**src/rtl/stopwatch_ctrl.sv**
```systemverilog
// -----------------------------------------------------------------------------
// stopwatch_ctrl
//   mm:ss stopwatch controller. A prescaler divides the system clock into count
//   ticks, which advance four cascaded BCD digits (sec ones/tens, min ones/tens).
//   A command FSM (IDLE/RUN/LAP/PAUSE) driven by debounced button pulses gates
//   the ticks and selects between the live count and a lap snapshot.
//
// Ports:
//   clk         system clock, rising-edge active
//   rst         asynchronous reset, active-high
//   start_stop  single-cycle command pulse (start / pause / resume)
//   lap_reset   single-cycle command pulse (lap freeze / release / clear)
//   sec_ones    displayed seconds ones, BCD 0..9
//   sec_tens    displayed seconds tens, BCD 0..5
//   min_ones    displayed minutes ones, BCD 0..9
//   min_tens    displayed minutes tens, BCD 0..5
//   running     high in RUN and LAP
//   lap_active  high in LAP
//   rollover    one-cycle pulse when the count wraps 59:59 -> 00:00
// -----------------------------------------------------------------------------
module stopwatch_ctrl #(
    parameter int unsigned TICK_DIV = 10
) (
    input  logic       clk,
    input  logic       rst,
    input  logic       start_stop,
    input  logic       lap_reset,
    output logic [3:0] sec_ones,
    output logic [3:0] sec_tens,
    output logic [3:0] min_ones,
    output logic [3:0] min_tens,
    output logic       running,
    output logic       lap_active,
    output logic       rollover
);

    localparam int unsigned PRE_W    = (TICK_DIV > 2) ? $clog2(TICK_DIV) : 1;
    localparam int unsigned DIGIT_W  = 4;

    localparam logic [PRE_W-1:0]   PRE_MAX = PRE_W'(TICK_DIV - 1);
    localparam logic [DIGIT_W-1:0] NINE    = DIGIT_W'(9);
    localparam logic [DIGIT_W-1:0] FIVE    = DIGIT_W'(5);
    localparam logic [DIGIT_W-1:0] ONE     = DIGIT_W'(1);

    localparam logic [1:0] ST_IDLE  = 2'd0;
    localparam logic [1:0] ST_RUN   = 2'd1;
    localparam logic [1:0] ST_LAP   = 2'd2;
    localparam logic [1:0] ST_PAUSE = 2'd3;

    // State, prescaler and rollover pulse
    logic [1:0]         state_q, state_d;
    logic [PRE_W-1:0]   pre_q,   pre_d;
    logic               roll_q,  roll_d;

    // Live digits
    logic [DIGIT_W-1:0] so_q, so_d;
    logic [DIGIT_W-1:0] st_q, st_d;
    logic [DIGIT_W-1:0] mo_q, mo_d;
    logic [DIGIT_W-1:0] mt_q, mt_d;

    // Lap snapshot digits
    logic [DIGIT_W-1:0] snap_so_q, snap_so_d;
    logic [DIGIT_W-1:0] snap_st_q, snap_st_d;
    logic [DIGIT_W-1:0] snap_mo_q, snap_mo_d;
    logic [DIGIT_W-1:0] snap_mt_q, snap_mt_d;

    // Ticked-forward live digits, used whenever a tick lands this cycle
    logic [DIGIT_W-1:0] so_inc, st_inc, mo_inc, mt_inc;
    logic               wrap_all;

    logic counting;
    logic tick;

    assign counting = (state_q == ST_RUN) || (state_q == ST_LAP);
    assign tick     = counting && (pre_q == PRE_MAX);

    // BCD cascade: each digit carries into the next only when it wraps
    always_comb begin
        so_inc   = so_q;
        st_inc   = st_q;
        mo_inc   = mo_q;
        mt_inc   = mt_q;
        wrap_all = 1'b0;
        if (so_q >= NINE) begin
            so_inc = '0;
            if (st_q >= FIVE) begin
                st_inc = '0;
                if (mo_q >= NINE) begin
                    mo_inc = '0;
                    if (mt_q >= FIVE) begin
                        mt_inc   = '0;
                        wrap_all = 1'b1;
                    end else begin
                        mt_inc = mt_q + ONE;
                    end
                end else begin
                    mo_inc = mo_q + ONE;
                end
            end else begin
                st_inc = st_q + ONE;
            end
        end else begin
            so_inc = so_q + ONE;
        end
    end

    // Next-state: prescaler, digits, snapshot and command FSM
    always_comb begin
        state_d   = state_q;
        pre_d     = pre_q;
        roll_d    = 1'b0;
        so_d      = so_q;
        st_d      = st_q;
        mo_d      = mo_q;
        mt_d      = mt_q;
        snap_so_d = snap_so_q;
        snap_st_d = snap_st_q;
        snap_mo_d = snap_mo_q;
        snap_mt_d = snap_mt_q;

        if (counting) begin
            pre_d = tick ? '0 : pre_q + PRE_W'(1);
        end

        if (tick) begin
            so_d   = so_inc;
            st_d   = st_inc;
            mo_d   = mo_inc;
            mt_d   = mt_inc;
            roll_d = wrap_all;
        end

        // start_stop has priority; a simultaneous lap_reset is dropped
        case (state_q)
            ST_IDLE: begin
                if (start_stop) begin
                    state_d = ST_RUN;
                end
            end
            ST_RUN: begin
                if (start_stop) begin
                    state_d = ST_PAUSE;
                end else if (lap_reset) begin
                    state_d   = ST_LAP;
                    // Snapshot is the pre-tick live value
                    snap_so_d = so_q;
                    snap_st_d = st_q;
                    snap_mo_d = mo_q;
                    snap_mt_d = mt_q;
                end
            end
            ST_LAP: begin
                if (start_stop) begin
                    state_d = ST_PAUSE;
                end else if (lap_reset) begin
                    state_d = ST_RUN;
                end
            end
            ST_PAUSE: begin
                if (start_stop) begin
                    state_d = ST_RUN;
                end else if (lap_reset) begin
                    state_d = ST_IDLE;
                    pre_d   = '0;
                    so_d    = '0;
                    st_d    = '0;
                    mo_d    = '0;
                    mt_d    = '0;
                end
            end
            default: begin
                state_d = ST_IDLE;
            end
        endcase
    end

    // State registers
    always_ff @(posedge clk or posedge rst) begin
        if (rst) begin
            state_q   <= ST_IDLE;
            pre_q     <= '0;
            roll_q    <= 1'b0;
            so_q      <= '0;
            st_q      <= '0;
            mo_q      <= '0;
            mt_q      <= '0;
            snap_so_q <= '0;
            snap_st_q <= '0;
            snap_mo_q <= '0;
            snap_mt_q <= '0;
        end else begin
            state_q   <= state_d;
            pre_q     <= pre_d;
            roll_q    <= roll_d;
            so_q      <= so_d;
            st_q      <= st_d;
            mo_q      <= mo_d;
            mt_q      <= mt_d;
            snap_so_q <= snap_so_d;
            snap_st_q <= snap_st_d;
            snap_mo_q <= snap_mo_d;
            snap_mt_q <= snap_mt_d;
        end
    end

    // Display selects the frozen snapshot only while in LAP
    assign sec_ones   = (state_q == ST_LAP) ? snap_so_q : so_q;
    assign sec_tens   = (state_q == ST_LAP) ? snap_st_q : st_q;
    assign min_ones   = (state_q == ST_LAP) ? snap_mo_q : mo_q;
    assign min_tens   = (state_q == ST_LAP) ? snap_mt_q : mt_q;

    assign running    = counting;
    assign lap_active = (state_q == ST_LAP);
    assign rollover   = roll_q;

endmodule

```
**config.mk**
```make
export PLATFORM = sky130hd
export DESIGN_NAME = stopwatch_ctrl
export DESIGN_NICKNAME = d
export VERILOG_FILES = /design/src/rtl/stopwatch_ctrl.sv
export SDC_FILE = /design/constraint.sdc
export NUM_CORES = 1
export LEC_CHECK = 0
export ABC_AREA = 0
export CORE_MARGIN = 2
export CORE_UTILIZATION = 32
export CTS_BUF_LIST = sky130_fd_sc_hd__clkbuf_8
export DETAILED_ROUTE_END_ITERATION = 10
export PLACE_DENSITY_LB_ADDON = 0.1
export SYNTH_ARGS = -nofsm -noshare
export SYNTH_HDL_FRONTEND = slang
export SYNTH_SLANG_ARGS = --single-unit
```
**constraint.sdc**
```tcl
create_clock -name clk -period 2.82 [get_ports clk]
set_clock_uncertainty 0.15 [all_clocks]
set_input_delay 0.705 -clock clk [delete_from_list [all_inputs] [get_ports clk]]
set_output_delay 0.705 -clock clk [all_outputs]
set_load 0.005 [all_outputs]
```
# == After elaboration in Yosys (flattened, before gate mapping) ==
# Cells that the tools add are included.
# classes
n_addsub,5
n_lt_le_gt_ge,4
eq_ne,8
mux,48
bitwise,1
n_reduce_logical,5
# ops
cell,n
$mux W4,35
$add A4 B1 Y4 const B,5
$mux W2,7
$ne A3 B3 Y1 const B,3
$ge A4 B3 Y1 const B,2
$ge A4 B4 Y1 const B,2
$pmux W2 S4,1
$mux W1,5
$eq A2 B2 Y1 const B,2
$eq A4 B4 Y1 const B,1
$reduce_and A4 Y1,1
$reduce_and A3 Y1,1
$eq A2 B1 Y1 const B,1
$logic_not A2 Y1,1
$ne A2 B2 Y1 const B,1
$logic_and A1 B1 Y1,1
$logic_or A1 B1 Y1,1
$not A1 Y1,1
# word_totals
ff_bits,39
output_inout_bits,19

# == Depth between registers and ports, before layout ==
# Gate-level depths: netlist of the first run.
# depth
ltp_word,9
ltp_mapped,9

# == Worst setup path after synthesis of the first run ==
# Ideal clock, no wire load.
# synth_path
path_kind,register to output
start,register state_q[0]
end,output port min_ones[2]
arrival_ps,1667
slack_ps,298
stages_incl_launch_ff,6
n_path_buf,2
cell_sequence,dfrtp_1 > inv_1 > ha_1 > clkbuf_1 > buf_1 > mux2_2
# synth_via
elab_chain_cells,2
# synth_rtl
item,line_no,rtl
start: declaration,51,"logic [1:0] state_q, state_d;"
start signal: assignment,192,state_q <= state_d;
$eq A2 B2 Y1,n/a,
via lap_active,33,"output logic lap_active,"
$mux W4,209,assign min_ones = (state_q == ST_LAP) ? snap_mo_q : mo_q;
end: declaration,30,"output logic [3:0] min_ones,"
# The timed path passes the listed nets, and every way through them passes these cells.

# == Worst setup path in the final report of the first run ==
# layout_path
start,register state_q[0]
end,output port running
# layout_via
elab_chain_cells,2
# layout_rtl
item,line_no,rtl
$eq A2 B1 Y1 or $eq A2 B2 Y1 (tied branches),74,assign counting = (state_q == ST_RUN) || (state_q == ST_LAP);
$logic_or A1 B1 Y1 *,74,
end: declaration,32,"output logic running,"
# Mark *: on every way between the ends. The rest lies on a longest branch, timed or not.

==> impl_metrics.ini, run 1 <==
[cts]
tritoncts = done
cts-buffers-inserted = 5
clockBufferDepth = 2
ctsHoldBuffers = 0
clock_latency_ns = 0.29
cts.htree.levels = 2
path_clk_slew_ns = 0.08
cts_sinks = 39
cts-root-buf = clkbuf_8

[sta]
tightest_slew_ns = 0.506
fin_crit_sh_pct = 97.1
slew-limit-headroom_pct = 66.3
clock.fmax_mhz = 365
period_needed_ns = 2.74
holdWs_ns = 0.330
setup_viol = 0
hold_viol_final = 0
drv_slew = 0

[detailed_routing]
totalWireLength_um = 4960
drc = 0
viasPerCell = 4.86
avgRoutedWirePerCell_um = 14.0
drtIter0Drc = 92
routed-via-count = 1724
ant_nets = 0
first_pass_iters = 4

[logic_synthesis]
yosysUniqueCellTypes = 48
synthesis.area_um2 = 2310
syn_inst = 228
synth-edff-count = 0
ys_seq_elements = 39
seq_area_frac_synth_pct = 42.2
synth_warnings = 0
synth_nets = 251
syn_area_per_cell_um2 = 10.1
synthFlopType = dfrtp_1
synthArstFlopShare_pct = 100

[placement]
placed_cell_area_um2 = 2660
gp_congestion = 0.731
dpl.hpwl_um = 3430
io_buffer_count = 22
placed_cells = 343

[floorplanning]
row_count = 30
die_h_um = 89.0
die_w_um = 89.0
dieArea_um2 = 7930
start_util_pct = 33.5
coreArea_um2 = 6910
ios = 23

[cells_and_area]
layout_common_cells = 38 x dfrtp_1, 25 x nand2_1, 18 x ha_1, 17 x o21ai_0
multiInputGateArea_um2 = 1200
final.fill_count = 703
final_common_cell = dfrtp_1
areaGrowthSynthToFinish_pct = 22.1
n_antenna_cell = 0
stdcell_area_um2 = 2830
ff_latch_area_um2 = 977
finalNonFillerCells = 355
drive_gt1_share_pct = 18.5
nets = 281

[power]
power.density_nw_per_um2 = 806
p_leak_nw = 1.37
ir_worst_vdd_mv = 0.309

[min_path]
min_path_type = reg -> reg

[setup_path]
crit_path_end_kind = primary output
crit_arrival_ns = 1.88
criticalPathCategory = reg -> out
required_ns = 1.97
startpoint_type = register
worstPathMaxFanout = 8

[job]
max_cap_viol_count = 0

[global_routing]
grt.total_usage_pct = 13.9
grt_pass1_vias = 1541
antenna_found_initial = 0
grt_pass1_wl_um = 8200
gr-total-overflow = 0
grt_max_degree = 40

[status]
status = complete, no violations
==> path summary, 6_finish.rpt <==
| kind | start | end | slack [ns] | depth (start not counted) |
|---|---|---|---|---|
| worst max-delay path | state_q[0] | running | 0.08 | 4 |
| worst min-delay path | snap_mt_q[0] | snap_mt_q[0] | 0.33 | 2 |
| worst max register to register | state_q[0] | mo_q[2] | 0.35 | 7 |
| worst min register to register | snap_mt_q[0] | snap_mt_q[0] | 0.33 | 2 |
| max in group asynchronous | rst | state_q[1] | 1.48 | 3 |
| min in group asynchronous | rst | state_q[1] | 0.67 | 3 |
==> Yosys cell counts, drive strengths merged, types with 2 or more instances <==
cell | count | share of area (%)
dfrtp | 39 | 42
nand2 | 25 | 4.1
ha | 19 | 10
o21ai | 19 | 4.1
mux2 | 16 | 7.8
a21oi | 15 | 3.2
inv | 15 | 2.4
buf | 9 | 3.1
nand4 | 8 | 2.2
nor2 | 8 | 1.3
a211oi | 5 | 1.8
clkbuf | 5 | 0.81
nor3 | 5 | 1.5
o31ai | 4 | 1.3
and3 | 3 | 1.0
nand3 | 3 | 1.2
xnor2 | 3 | 1.5
xor2 | 3 | 1.1
mux2i | 2 | 0.87
nand2b | 2 | 0.54
nor4b | 2 | 0.76
==> kinds of logic after synthesis <==
family	synth area share, %
buffers and inverters	6.38
multiplexers	8.65
flip-flops	42.2
adder cells (fa/ha/maj)	10.3
AND/OR/NAND/NOR	15.2
XOR/XNOR	2.60
AO/OA/AOI/OAI	14.7
==> per-stage QoR <==
step	setup slack, ns	total power, mW	util (%)	TNS [ns]
floorplan	0.298	1.53	-	0
global placement	0.235	1.84	38.5	0
detailed placement	0.206	1.84	38.5	0
CTS	0.0188	2.30	40.4	0
global route	-0.00330	2.48	40.9	-0.00508
finish	0.0809	2.28	40.9	0
==> metal layers <==
metal / part of all wire, % / track usage (%) / vias to the layer above
li1: - / - / 862
met1: 55 / 21.5 / 830
met2: 40 / 18.6 / 26
met3: 3.7 / 3.69 / 6
met4: 1.4 / 4.07 / 0
met5: 0 / 0 / -
==> where the power goes <==
part / switching, mW / leakage, nW / internal [mW]
sequential: 0.144 / 0.519 / 0.736
clock: 0.195 / 0.0505 / 0.167
combinational: 0.491 / 0.804 / 0.546
total: 0.830 / 1.37 / 1.45
==> critical path, stage by stage, from the launching register on <==
cell and delay, ns:
dfrtp_1 0.37, inv_2 0.08, buf_4 0.13, ha_1 0.45, clkdlybuf4s50_1 0.56
==> area by class of cell <==
cell class | count | share of cell area (%)
clock buffers | 5 | 2.44
clock inverters | 3 | 0.443
inverters | 15 | 1.99
multi-input cells | 160 | 42.6
flip-flops and latches | 39 | 34.6
well taps | 96 | 4.25
repair buffers | 37 | 13.7
==> timing repair <==
item | in CTS | in global routing
setup endpoints to repair | 13 | 15
gates resized for setup | 4 | 9
buffers inserted | 1 | 2
cloned | 1 | 0
pin swaps | 0 | 1
(Power assumes the default switching activity.)
==> run 2, diff against run 1 <==
- CORE_UTILIZATION: 32 -> 37
- TNS_END_PERCENT: default -> 100
==> impl_metrics.ini, run 2 (synthesized netlist as in run 1, its figures left out) <==
[global_routing]
antenna_found_initial = 0
gr-total-overflow = 0
gr-max-usage-layer = met1
grt_max_degree = 40
gr-usage-met2_pct = 21.5
grt.total_usage_pct = 15.1
grt_use_met3_pct = 2.78
grt_pass1_vias = 1644
grt_pass1_wl_um = 8470
grt.met1_usage_pct = 23.3

[min_path]
min_path_type = reg -> reg

[floorplanning]
ios = 23
coreArea_um2 = 5990
die_w_um = 83.1
dieArea_um2 = 6900
row_count = 28
start_util_pct = 38.6
die_h_um = 83.1

[sta]
hold_viol_final = 0
slew-limit-headroom_pct = 65.0
fin_tns_setup_ns = 0
period_needed_ns = 2.71
worst_slack_ns = 0.106
clock.fmax_mhz = 368
rsz0062_at_grt = no
tightest_slew_ns = 0.525
setup_viol = 0
fin_crit_sh_pct = 96.2
drv_slew = 0

[placement]
pre_cts_slack_ns = 0.218
dpl.hpwl_um = 3450
gp_congestion = 0.783
io_buffer_count = 22

[cts]
path_clk_slew_ns = 0.07
ctsHoldBuffers = 0
clockBufferDepth = 2
clock_latency_ns = 0.29
cts.htree.levels = 2
cts-buffers-inserted = 5
cts-root-buf = clkbuf_8
tritoncts = done
cts_sinks = 39

[power]
intPower_mw = 1.47
p_switching_mw = 0.838
switching_share_pct = 36.2
p_seq_share_pct = 38.4
p_total_mw = 2.31
p_comb_share_pct = 43.6
p_clk_share_pct = 18.0
power.density_nw_per_um2 = 834
ir_worst_vdd_mv = 0.431
p_leak_nw = 1.24

[cells_and_area]
areaGrowthSynthToFinish_pct = 19.8
layout_common_cells = 38 x dfrtp_1, 25 x nand2_1, 22 x clkdlybuf4s50_1, 19 x o21ai_0, 18 x ha_1
final_common_cell = dfrtp_1
drive_gt1_share_pct = 18.9
nets = 281
n_antenna_cell = 0

[detailed_routing]
avgRoutedWirePerCell_um = 14.9
routed-via-count = 1697
drtIter0Drc = 56
viasPerCell = 5.08
first_pass_iters = 4
drc = 0
ant_nets = 0
totalWireLength_um = 4960

[setup_path]
crit_path_end_kind = primary output
required_ns = 1.97
startpoint_type = register
criticalPathCategory = reg -> out
worstPathMaxFanout = 12
r2r_slack_ns = 0.38
crit_arrival_ns = 1.86

[status]
status = complete, no violations

[job]
max_cap_viol_count = 0
==> run 2: power by group through the flow <==
stage	combinational, mW	clock (mW)	sequential, mW
after global routing	1.15	0.449	0.915
after detailed placement	0.927	0	0.895
after global placement	0.914	0	0.898
final	1.01	0.416	0.886
after floorplan	0.683	0	0.846
after CTS	0.961	0.433	0.879
==> run 2: timing repair <==
action,in CTS,in global routing
cloned,0,1
pin swaps,0,0
endpoints found under the setup margin,10,11
buffers inserted,1,3
hold endpoints to repair,0,0
resized for setup,3,4
==> run 2: stage by stage <==
| stage | hold WS (ns) | std cells | utilization (%) | instance area [um2] |
|---|---|---|---|---|
| 3_3_place_gp | 0.312 | 321 | 43.6 | 2610 |
| 5_1_grt | 0.364 | 334 | 46.3 | 2770 |
| 2_1_floorplan | 0.300 | 228 | - | 2310 |
| 6_report | 0.331 | 334 | 46.3 | 2770 |
| 3_5_place_dp | 0.320 | 321 | 43.6 | 2610 |
| 4_1_cts | 0.338 | 330 | 45.5 | 2730 |
==> run 2: worst max-delay path, stage by stage (launching register included) <==
cell	delay, ns
dfrtp_1	0.40
inv_2	0.09
ha_4	0.16
buf_8	0.14
mux2_2	0.33
clkdlybuf4s50_1	0.45
==> run 2: cell type report <==
class | instances | area (um2)
clock inverter | 1 | 3.75
tap | 75 | 93.8
sequential | 39 | 977
timing repair buffer | 37 | 342
inverter | 15 | 56.3
fill | 580 | 3220
multi-input combinational | 160 | 1200
clock buffer | 7 | 96.3
==> run 2: metal layers <==
layer / wire [um] / up-vias
li1: - / 865
met1: 2670 / 808
met2: 2120 / 20
met3: 120 / 4
met4: 50 / 0
met5: 0 / -
==> run 2: path summary, 6_finish.rpt <==
| check | endpoint | cells past startpoint | start |
|---|---|---|---|
| max in group asynchronous | state_q[1] | 3 | rst |
| min in group asynchronous | snap_so_q[1] | 3 | rst |
| min reg2reg | snap_so_q[1] | 2 | snap_so_q[1] |
| max reg2reg | mo_q[2] | 7 | state_q[0] |
| max | min_tens[2] | 5 | state_q[0] |
| min | snap_so_q[1] | 2 | snap_so_q[1] |
==> variant: new RTL, flow settings as in run 2 <==
Take the reset off `mo_q` and load it in a clocked block of its own.
--- a/src/rtl/stopwatch_ctrl.sv
+++ b/src/rtl/stopwatch_ctrl.sv
@@ -182,7 +182,6 @@
             roll_q    <= 1'b0;
             so_q      <= '0;
             st_q      <= '0;
-            mo_q      <= '0;
             mt_q      <= '0;
             snap_so_q <= '0;
             snap_st_q <= '0;
@@ -194,7 +193,6 @@
             roll_q    <= roll_d;
             so_q      <= so_d;
             st_q      <= st_d;
-            mo_q      <= mo_d;
             mt_q      <= mt_d;
             snap_so_q <= snap_so_d;
             snap_st_q <= snap_st_d;
@@ -203,6 +201,10 @@
         end
     end
 
+    always_ff @(posedge clk) begin
+        mo_q <= mo_d;
+    end
+
     // Display selects the frozen snapshot only while in LAP
     assign sec_ones   = (state_q == ST_LAP) ? snap_so_q : so_q;
     assign sec_tens   = (state_q == ST_LAP) ? snap_st_q : st_q;
Behaviour: no difference found for any inputs over 10 cycles, from zero or initial values and one cycle with rst high; that may be too few to reach the edited logic, so the function may still have changed.
==> variant against run 2 <==
- first-iteration DRC count rose by 18%
- sequential cell count stayed put
- sequential share of layout area rose by 0.26 points
- power grew 8.8%
- maximum frequency decreased by 0.58%
- utilization shrank 0.47 points
- area after synthesis is 3.2% lower
- setup slack lost 0.016 ns
- design area down 2.8%
- hold slack improved by 0.0057 ns
- routed wire length is 7.7% lower
- via count decreased by 2.6%
==> variant: results (changes against run 2) <==
metric;value;unit;change
M3 GR Usage;3.19;%;was 2.78%
Reg power frac;37.4;%;was 38.4%
mux contribution to synthesized area;9.39;%;was 8.65%
synthesized-area fraction occupied by adder cells;10.6;%;was 10.3%
crit-path max FO;23;;was 12
GRT Total Usage;15.0;%;was 15.1%
crit-path leading delay family;buffers and inverters;;unchanged
worst hold margin;0.336;ns;was 0.331 ns
CTS Buffer Depth;2;;unchanged
DRT Wirelength;4.58;mm;was 4.96 mm
Mapped Nets;254;;was 251
met3 WL post-DR;147;um;was 120 um
DP Cell Count;320;;was 321
DR iter-0 viols;66;;was 56
Seq power;940;uW;was 886 uW
Synth cell types;43;;was 48
first-pass GRT wire length;7.62;mm;was 8.47 mm
Avg Vias per Cell;5.01;;was 5.08
Worst Tran Pin Value;0.463;ns;was 0.525 ns
DP HPWL;3.22;mm;was 3.45 mm
Psw;922;uW;was 838 uW
syn_area_per_cell;9.70;um^2;was 10.1 um^2
Post-DP Area;0.00255;mm^2;was 0.00261 mm^2
part of the Yosys area used for sequential elements;42.7;%;was 42.2%
largest net degree at the start of global routing;36;;was 40
met2 wire len;1.95;mm;was 2.12 mm
GPL Wtd Cong;0.763;;was 0.783
Lkg Pwr;0.00120;uW;was 0.00124 uW
fin crit share;96.8;%;was 96.2%
via count;1653;;was 1697
layout cells sized above 1;15.7;%;was 18.9%
Resize count post-CTS;2;;was 3
met1 WL;2.45;mm;was 2.67 mm
Area contributors post-synth;dfrtp_1 39%, ha_1 11%, mux2_2 8.0%;;was dfrtp_1 42%, ha_1 10%, mux2_2 7.8%
Clock power frac;18.6;%;was 18.0%
Synth Area in Compound Gates;14.1;%;was 14.7%
area share of xor/xnor cells in the synthesized design;1.96;%;was 2.60%
Final #Nets;277;;was 281
Post-Syn Area;0.00224;mm^2;was 0.00231 mm^2
Setup WS pre-CTS;0.217;ns;was 0.218 ns
slack of the worst reg-to-reg path;0.34;ns;was 0.38 ns
status;finished clean;;unchanged
Synth top cells by count;35 x dfrtp_1, 24 x nand2_1, 20 x o21ai_0;;was 39 x dfrtp_1, 25 x nand2_1, 19 x ha_1, 19 x o21ai_0, 16 x mux2_2
Max IR drop VDD;0.405;mV;was 0.431 mV
Synth async-reset ratio;89.7;%;was 100%
## variant: cell types whose count changed in the layout (fill, tap and decap cells not counted), sizes merged, moves of 2 or more
| cell | delta |
|---|---|
| clkbuf | -2 |
| clkinv | +2 |
| dfrtp | -4 |
| dfxtp | +4 |
| buf | -5 |
| o31ai | +2 |
## variant: area by class of cell
type | count | area [um^2]
Clock buffer | 5 | 68.8
Inverter | 16 | 60.1
Fill cell | 572 | 3190
Sequential cell | 39 | 957
Tap cell | 75 | 93.8
Timing Repair Buffer | 32 | 308
Clock inverter | 3 | 43.8
Multi-Input combinational cell | 160 | 1160
## variant: final timing paths
check                              from      endpoint  cells past startpoint
setup / recovery             state_q[0]   min_ones[3]                      5
min in group asynchronous           rst  snap_so_q[0]                      3
max in group asynchronous           rst       st_q[2]                      3
setup reg to reg             state_q[0]       st_q[1]                      7
hold reg to reg            snap_st_q[0]  snap_st_q[0]                      2
hold / removal             snap_st_q[0]  snap_st_q[0]                      2
